`config.mk`:
```
export PLATFORM = sky130hd
export DESIGN_NAME = sar_search
export DESIGN_NICKNAME = d
export VERILOG_FILES = /design/src/rtl/sar_search.sv
export SDC_FILE = /design/constraint.sdc
export NUM_CORES = 1
export LEC_CHECK = 0
export ABC_AREA = 1
export CAP_MARGIN = 20
export CORE_MARGIN = 1.5
export CORE_UTILIZATION = 49
export DETAILED_ROUTE_END_ITERATION = 8
export GPL_TIMING_DRIVEN = 0
export PLACE_DENSITY = 0.8
export SKIP_CTS_REPAIR_TIMING = 1
export SYNTH_ARGS = -nofsm -noshare
export SYNTH_HDL_FRONTEND = slang
export SYNTH_SLANG_ARGS = --single-unit
export TNS_END_PERCENT = 50
```
`constraint.sdc`:
```
create_clock -name clk -period 3.55 [get_ports clk]
set_input_delay 0.5325 -clock clk [delete_from_list [all_inputs] [get_ports clk]]
set_output_delay 0.5325 -clock clk [all_outputs]
set_load 0.005 [all_outputs]
```
`src/rtl/sar_search.sv`:
```
// sar_search: successive-approximation controller for an external magnitude
// comparator. It drives the trial (B) operand one bit per cycle, MSB first,
// reads the gt/lt/eq relation flags and returns the recovered A as result.
// Optional build macro SAR_ONEHOT_CHECK_EN: abort a search with err=1 when the
// relation flags are not exactly one-hot. When the macro is undefined, err is tied to 0.
module sar_search #(
  parameter int unsigned WIDTH = 4
) (
  input  logic             clk,
  input  logic             rst_n,
  input  logic             start,
  input  logic             cmp_gt,
  input  logic             cmp_lt,
  input  logic             cmp_eq,
  output logic [WIDTH-1:0] trial,
  output logic             busy,
  output logic             done,
  output logic [WIDTH-1:0] result,
  output logic             exact,
  output logic             err
);

  localparam int unsigned IW = (WIDTH > 1) ? $clog2(WIDTH) : 1;
  localparam logic [WIDTH-1:0] MSB_TRIAL = WIDTH'(1) << (WIDTH - 1);

  typedef enum logic {
    IDLE   = 1'b0,
    SEARCH = 1'b1
  } state_t;

  state_t           state;
  logic [IW-1:0]    idx;
  logic [WIDTH-1:0] work;
  logic [WIDTH-1:0] next_bit;
  logic             flags_bad;

  // Working value after this compare, the next probe bit, and the flag sanity check
  always_comb begin
    work      = trial;
    next_bit  = '0;
    flags_bad = 1'b0;
    if (cmp_lt) begin
      work = trial & ~(WIDTH'(1) << idx);
    end
    if (idx != '0) begin
      next_bit = WIDTH'(1) << (idx - IW'(1));
    end
    flags_bad = !(({cmp_gt, cmp_lt, cmp_eq} == 3'b100) ||
                  ({cmp_gt, cmp_lt, cmp_eq} == 3'b010) ||
                  ({cmp_gt, cmp_lt, cmp_eq} == 3'b001));
  end

`ifndef SAR_ONEHOT_CHECK_EN
  // Without the check, gt is the implied fall-through case and err never asserts
  logic unused_flags;
  assign unused_flags = cmp_gt ^ flags_bad;
  assign err = 1'b0;
`endif

  // Search sequencer: one compare per cycle, eq > lt > gt priority
  always_ff @(posedge clk) begin
    if (!rst_n) begin
      state  <= IDLE;
      trial  <= '0;
      busy   <= 1'b0;
      done   <= 1'b0;
      result <= '0;
      exact  <= 1'b0;
      idx    <= IW'(WIDTH - 1);
`ifdef SAR_ONEHOT_CHECK_EN
      err    <= 1'b0;
`endif
    end else begin
      done <= 1'b0;
      case (state)
        IDLE: begin
          if (start) begin
            trial <= MSB_TRIAL;
            idx   <= IW'(WIDTH - 1);
            busy  <= 1'b1;
            state <= SEARCH;
          end
        end
        SEARCH: begin
`ifdef SAR_ONEHOT_CHECK_EN
          if (flags_bad) begin
            result <= '0;
            exact  <= 1'b0;
            err    <= 1'b1;
            done   <= 1'b1;
            busy   <= 1'b0;
            state  <= IDLE;
          end else
`endif
          if (cmp_eq) begin
            result <= trial;
            exact  <= 1'b1;
            done   <= 1'b1;
            busy   <= 1'b0;
            state  <= IDLE;
`ifdef SAR_ONEHOT_CHECK_EN
            err    <= 1'b0;
`endif
          end else if (idx == '0) begin
            result <= work;
            exact  <= 1'b0;
            done   <= 1'b1;
            busy   <= 1'b0;
            state  <= IDLE;
`ifdef SAR_ONEHOT_CHECK_EN
            err    <= 1'b0;
`endif
          end else begin
            trial <= work | next_bit;
            idx   <= idx - IW'(1);
          end
        end
        default: state <= IDLE;
      endcase
    end
  end

endmodule

```
==> qor.yml, run 1 <==
clk_latency_ns: 0.27
synthesis.area_sq_um: 704
r2r-end: "idx[1]$_SDFFE_PN1P_"
rsz0062_at_grt: "false"
synth_cell_type_count: 18
fp.coreArea_sq_um: 1320
worstPathMaxFanout: 4
swShare_pct: 24.5
antenna_left: 0
yosys.area.top_type: "dfxtp_1"
hold_slack_ns: 0.446
cp_cell_sequence: "clkdlybuf4s50_1"
cpMaxStageDelayCell: "clkdlybuf4s50_1"
layout_commonest_cell: "nand2_1"
finClkSkew_ns: 0.00490
endpoint_kind: "primary output"
fin_crit_ns: 1.70
r2r_slack_ns: 2.09
crit_buf_inv: 1
final_layout_size_suffix_gt1_share_pct: 11.8
slew_viol_final: 0
vdd_drop_max_uv: 303
hold_start: "exact$_SDFFE_PN0P_"
finalSetupTns_ns: 0
drc: 0
syn_avg_cell_area_sq_um: 7.74
syn_inst: 91
final_cell_mix: "nand2_1 (26), clkdlybuf4s50_1 (15), dfxtp_1 (14)"
path_class: "reg -> out"
initial_core_util_pct: 53.5
diodes: 0
crit_path_max_incr_delay_ns: 0.51
gp_congestion: 0.797
cp_data_required_time_ns: 3.02
clkPwrFrac_pct: 34.1
pin_count: 18
ys_warn_count: 0
cts_buffer_depth: 2
die_h_microns: 40.9
firstDrtPassIters: 4
nNetsFinal: 125
grt_start_max_net_pins: 9
cts.sinks: 14
fmax_mhz: 588
finalWirelength_mm: 1.30
leakage_uw: 0.000424
yosys-top-cells-area: "dfxtp_1 (40%), ha_1 (14%), nand2_1 (14%)"
r2r-start: "idx[0]$_SDFFE_PN1P_"
status: "finished, final reports clean"
hold_path.class: "reg -> reg"
dp_hpwl_mm: 1.03
cts_tree: "yes"
crit_family: "buffers and inverters"
min_period_over_period_pct: 47.9
fp.dieW_microns: 40.9
htree_levels: 1
whs_path_depth: 2
cp.arrival_ns: 1.17
synth.net_count: 105
portBuffers: 15
dieArea_sq_um: 1670
p_switching_uw: 80.3
reg2reg_depth: 7
vias: 621
p_int_uw: 248
antenna_found_initial: 0
grt_pass1_vias: 496
hold_violations: 0
power_frac_comb_pct: 14.4
vias_per_cell: 4.97
cts-root-buf: "clkbuf_4"
grt_pass1_wl_mm: 2.04
seq_power_share_pct: 51.5
drv_cap: 0
overflow: 0
clkTransAtPathRegs_ns: 0.09
grt_util_all_layers_pct: 18.8
synthToLayoutAreaGrowth_pct: 29.1
wl_per_cell_microns: 10.4
holdPathEnd: "exact$_SDFFE_PN0P_"
cts_made_buffers: 3
yosys.area.top_type_share_pct: 39.8
drtIter0Drc: 14
cellPowerDensity_nw_per_um2: 360
num_rows: 13
cp-start-kind: "register"
finalSetupViolations: 0
synth_seq_cells: 14
yosysSeqAreaShare_pct: 39.8
layout make-up:
cell class | instances | area (sq um)
fill | 111 | 408
multi-input combinational | 64 | 372
sequential | 14 | 280
timing repair buffer | 15 | 150
inverter | 12 | 45.0
clock buffer | 4 | 36.3
tap | 15 | 18.8
buffer | 1 | 7.51
power by group through the flow:
stage | Sequential [uW] | Clock (uW) | Combinational, uW
after CTS | 169 | 114 | 47.0
final | 169 | 112 | 47.1
after global routing | 170 | 119 | 53.6
after global placement | 172 | 0 | 45.7
after detailed placement | 173 | 0 | 46.5
after floorplan | 172 | 0 | 26.5
metal layers:
| layer | wire, microns | share of wire (%) | GRT usage [%] | up-vias |
|---|---|---|---|---|
| met1 | 553 | 43 | 22.5 | 276 |
| met3 | 116 | 9.0 | 5.43 | 2 |
| met4 | 11 | 0.85 | 7.50 | 0 |
| li1 | - | - | - | 319 |
| met2 | 614 | 47 | 31.3 | 24 |
| met5 | 0 | 0 | 0 | - |
sequential cells by signal (all words and copies together), names as in the netlist:
name,count
result,4
busy,1
trial,4
exact,1
idx,2
done,1
state,1
how the worst max path moves through the flow:
stage	from	endpoint	slack (ns)	cells after the start
after detailed placement	cmp_eq	result[0]$_SDFFE_PN0P_	1.78	6
final	trial[2]$_SDFFE_PN0P_	trial[2]	1.85	1
after CTS	trial[0]$_SDFFE_PN0P_	trial[0]	1.85	1
after global placement	cmp_eq	result[2]$_SDFFE_PN0P_	1.80	6
after floorplan	idx[0]$_SDFFE_PN1P_	result[2]$_SDFFE_PN0P_	2.27	7
after global routing	trial[1]$_SDFFE_PN0P_	trial[1]	1.81	1
cell families after synthesis:
| group | Yosys count | synth area share (%) |
|---|---|---|
| other | 1 | 0.532 |
| DFF | 14 | 39.8 |
| and+or+nand+nor | 41 | 27.2 |
| AOI/OAI and AO/OA | 14 | 10.8 |
| buffers and inverters | 13 | 7.46 |
| adders and majority gates | 8 | 14.2 |
through the flow:
step	total power, uW	setup slack (ns)	util, %	cells	area (sq um)
global route	343	1.81	69.0	125	910
floorplan	199	2.27	-	91	704
finish	328	1.85	69.0	125	910
CTS	330	1.85	69.0	125	910
global placement	218	1.80	66.3	121	873
detailed placement	219	1.78	66.3	121	873
Yosys cell counts:
cell type / n
a21oi_1: 4
buf_4: 1
conb_1: 1
dfxtp_1: 14
ha_1: 8
inv_1: 11
inv_2: 1
nand2_1: 26
nand2_2: 1
nand2_4: 1
nand3_1: 6
nor2_1: 3
nor2_2: 2
nor2_4: 2
o21a_1: 1
o21ai_0: 4
o21ai_1: 4
o21ai_2: 1
Note: power is estimated with default switching activity, not from simulation.
==> run 2: changes to the inputs <==
- CORE_UTILIZATION: 49 -> 41
- PLACE_DENSITY: 0.8 -> 0.72
- clock period: 3.55 -> 1.35 ns (I/O delays scaled with it)
==> run 2 against run 1 <==
Compared with the run above:
- the run now ends with design-rule violations left
- largest power group unchanged
- critical endpoint is now result[1]
- worst setup slack got worse by 1.8 ns
- cell area increased by 5.0%
- total power increased to 2.7 times the previous value
- sequential share of layout area about the same
- highest routed layer unchanged
- wire length decreased by 2.2%
- combinational power increased to 2.6 times the previous value
==> qor.yml, run 2 (synthesis gave the netlist of run 1 again) <==
status: "complete, but fails checks"
violations: "design-rule violations"
fill_cells: 133
num_rows: 14
die_h_microns: 44.5
holdPathEnd: "exact$_SDFFE_PN0P_"
path_class: "reg -> out"
drtIter0Drc: 12
grt_pass1_wl_mm: 2.15
cts_made_buffers: 3
initial_core_util_pct: 45.2
largest_registers: "result: 4 flops, trial: 4 flops, idx: 2 flops"
firstDrtPassIters: 8
whs_path_depth: 2
clk_latency_ns: 0.28
cts.sinks: 14
drc: 2
vias_per_cell: 4.57
pin_count: 18
synthToLayoutAreaGrowth_pct: 35.5
leakage_uw: 0.000530
rsz0062_at_grt: "true"
r2r-end: "result[0]$_SDFFE_PN0P_"
finalSetupViolations: 0
crit_family: "buffers and inverters"
fmax_mhz: 764
cp_data_required_time_ns: 1.15
hold_path.class: "reg -> reg"
cts_tree: "yes"
endpoint_kind: "primary output"
r2r_slack_ns: 0.09
cp_cell_sequence: "clkdlybuf4s50_1"
multi_input_area_sq_um: 387
finalWirelength_mm: 1.27
clkTransAtPathRegs_ns: 0.09
cts_buffer_depth: 2
fin_crit_ns: 1.31
fp.coreArea_sq_um: 1560
overflow: 0
hold_violations: 0
diodes: 0
cts-root-buf: "clkbuf_4"
antenna_found_initial: 0
hold_start: "exact$_SDFFE_PN0P_"
hold_slack_ns: 0.446
htree_levels: 1
portBuffers: 15
grt_pass1_vias: 477
worstPathMaxFanout: 2
antenna_left: 0
layout_commonest_cell: "nand2_1"
cellPowerDensity_nw_per_um2: 917
final_layout_size_suffix_gt1_share_pct: 21.8
reg2reg_depth: 6
wl_per_cell_microns: 10.1
cp.arrival_ns: 1.11
slew_viol_final: 0
cp-start-kind: "register"
gp_congestion: 0.810
final_cell_mix: "nand2_1 (25), inv_1 (11), clkdlybuf4s50_1 (9)"
dieArea_sq_um: 1980
r2r-start: "idx[0]$_SDFFE_PN1P_"
fp.dieW_microns: 44.5
dp_hpwl_microns: 957
cpMaxStageDelayCell: "clkdlybuf4s50_1"
vdd_drop_max_uv: 642
finalPower_uw: 876
crit_path_max_incr_delay_ns: 0.50
finClkSkew_ns: 0.00163
vias: 576
nNetsFinal: 125
grt_util_all_layers_pct: 14.9
crit_buf_inv: 1
seqCellArea_sq_um: 294
min_period_over_period_pct: 97.0
drv_cap: 0
grt_start_max_net_pins: 9
==> run 2: cell count changes in the layout (fill, tap and decap cells not counted) <==
cell and change:
nor2_4 +2, ha_1 -1, dfxtp_2 +8, dfxtp_4 +1
clkdlybuf4s50_1 -6, nor2_2 -2, ha_2 +1, dlymetal6s2s_1 +6
dfxtp_1 -9, nand2_2 +1, nand2_1 -1
==> run 2: area by class of cell <==
class | count | share of cell area [%]
buffer | 1 | 0.786
clock buffer | 4 | 3.80
inverter | 12 | 4.72
multi-input combinational | 64 | 40.5
sequential | 14 | 30.8
tap | 16 | 2.10
timing repair buffer | 15 | 17.3
==> run 2: worst min-delay path: cells and delay by family (launching register included) <==
kind             cells  cell delay [ns]
DFF                  1             0.32
and+or+nand+nor      2             0.10
==> run 2: worst max path at each step <==
stage	start	to	slack (ns)	cells past startpoint
3_3_place_gp	cmp_eq	result[2]$_SDFFE_PN0P_	-0.09	6
4_1_cts	idx[0]$_SDFFE_PN1P_	result[2]$_SDFFE_PN0P_	-0.11	7
3_5_place_dp	cmp_eq	result[2]$_SDFFE_PN0P_	-0.09	6
2_1_floorplan	idx[0]$_SDFFE_PN1P_	result[2]$_SDFFE_PN0P_	0.07	7
5_1_grt	busy$_SDFFE_PN0P_	busy	-0.01	1
6_report	result[1]$_SDFFE_PN0P_	result[1]	0.04	1
==> run 2: power breakdown <==
group | total [uW] | internal, uW | switching [uW]
registers | 445 | 430 | 14.9
clock network | 307 | 164 | 143
logic | 124 | 57.5 | 66.4
==> run 2: through the flow <==
stage	worst slack [ns]	cell area, sq um	std cells	setup TNS (ns)	util [%]
2_1_floorplan	0.0711	704	91	0	-
3_3_place_gp	-0.0852	875	122	-0.793	56.1
3_5_place_dp	-0.0916	875	122	-0.853	56.1
4_1_cts	-0.114	911	126	-1.15	58.4
5_1_grt	-0.0145	955	126	-0.0145	61.2
6_report	0.0409	955	126	0	61.2
==> run 2: metal layers <==
layer	global-route usage, %	wire, microns	vias to the layer above	part of all wire (%)
li1	-	-	318	-
met1	20.6	639	241	50
met2	21.5	553	15	44
met3	3.67	64	2	5.1
met4	7.27	10	0	0.79
met5	0	0	-	0
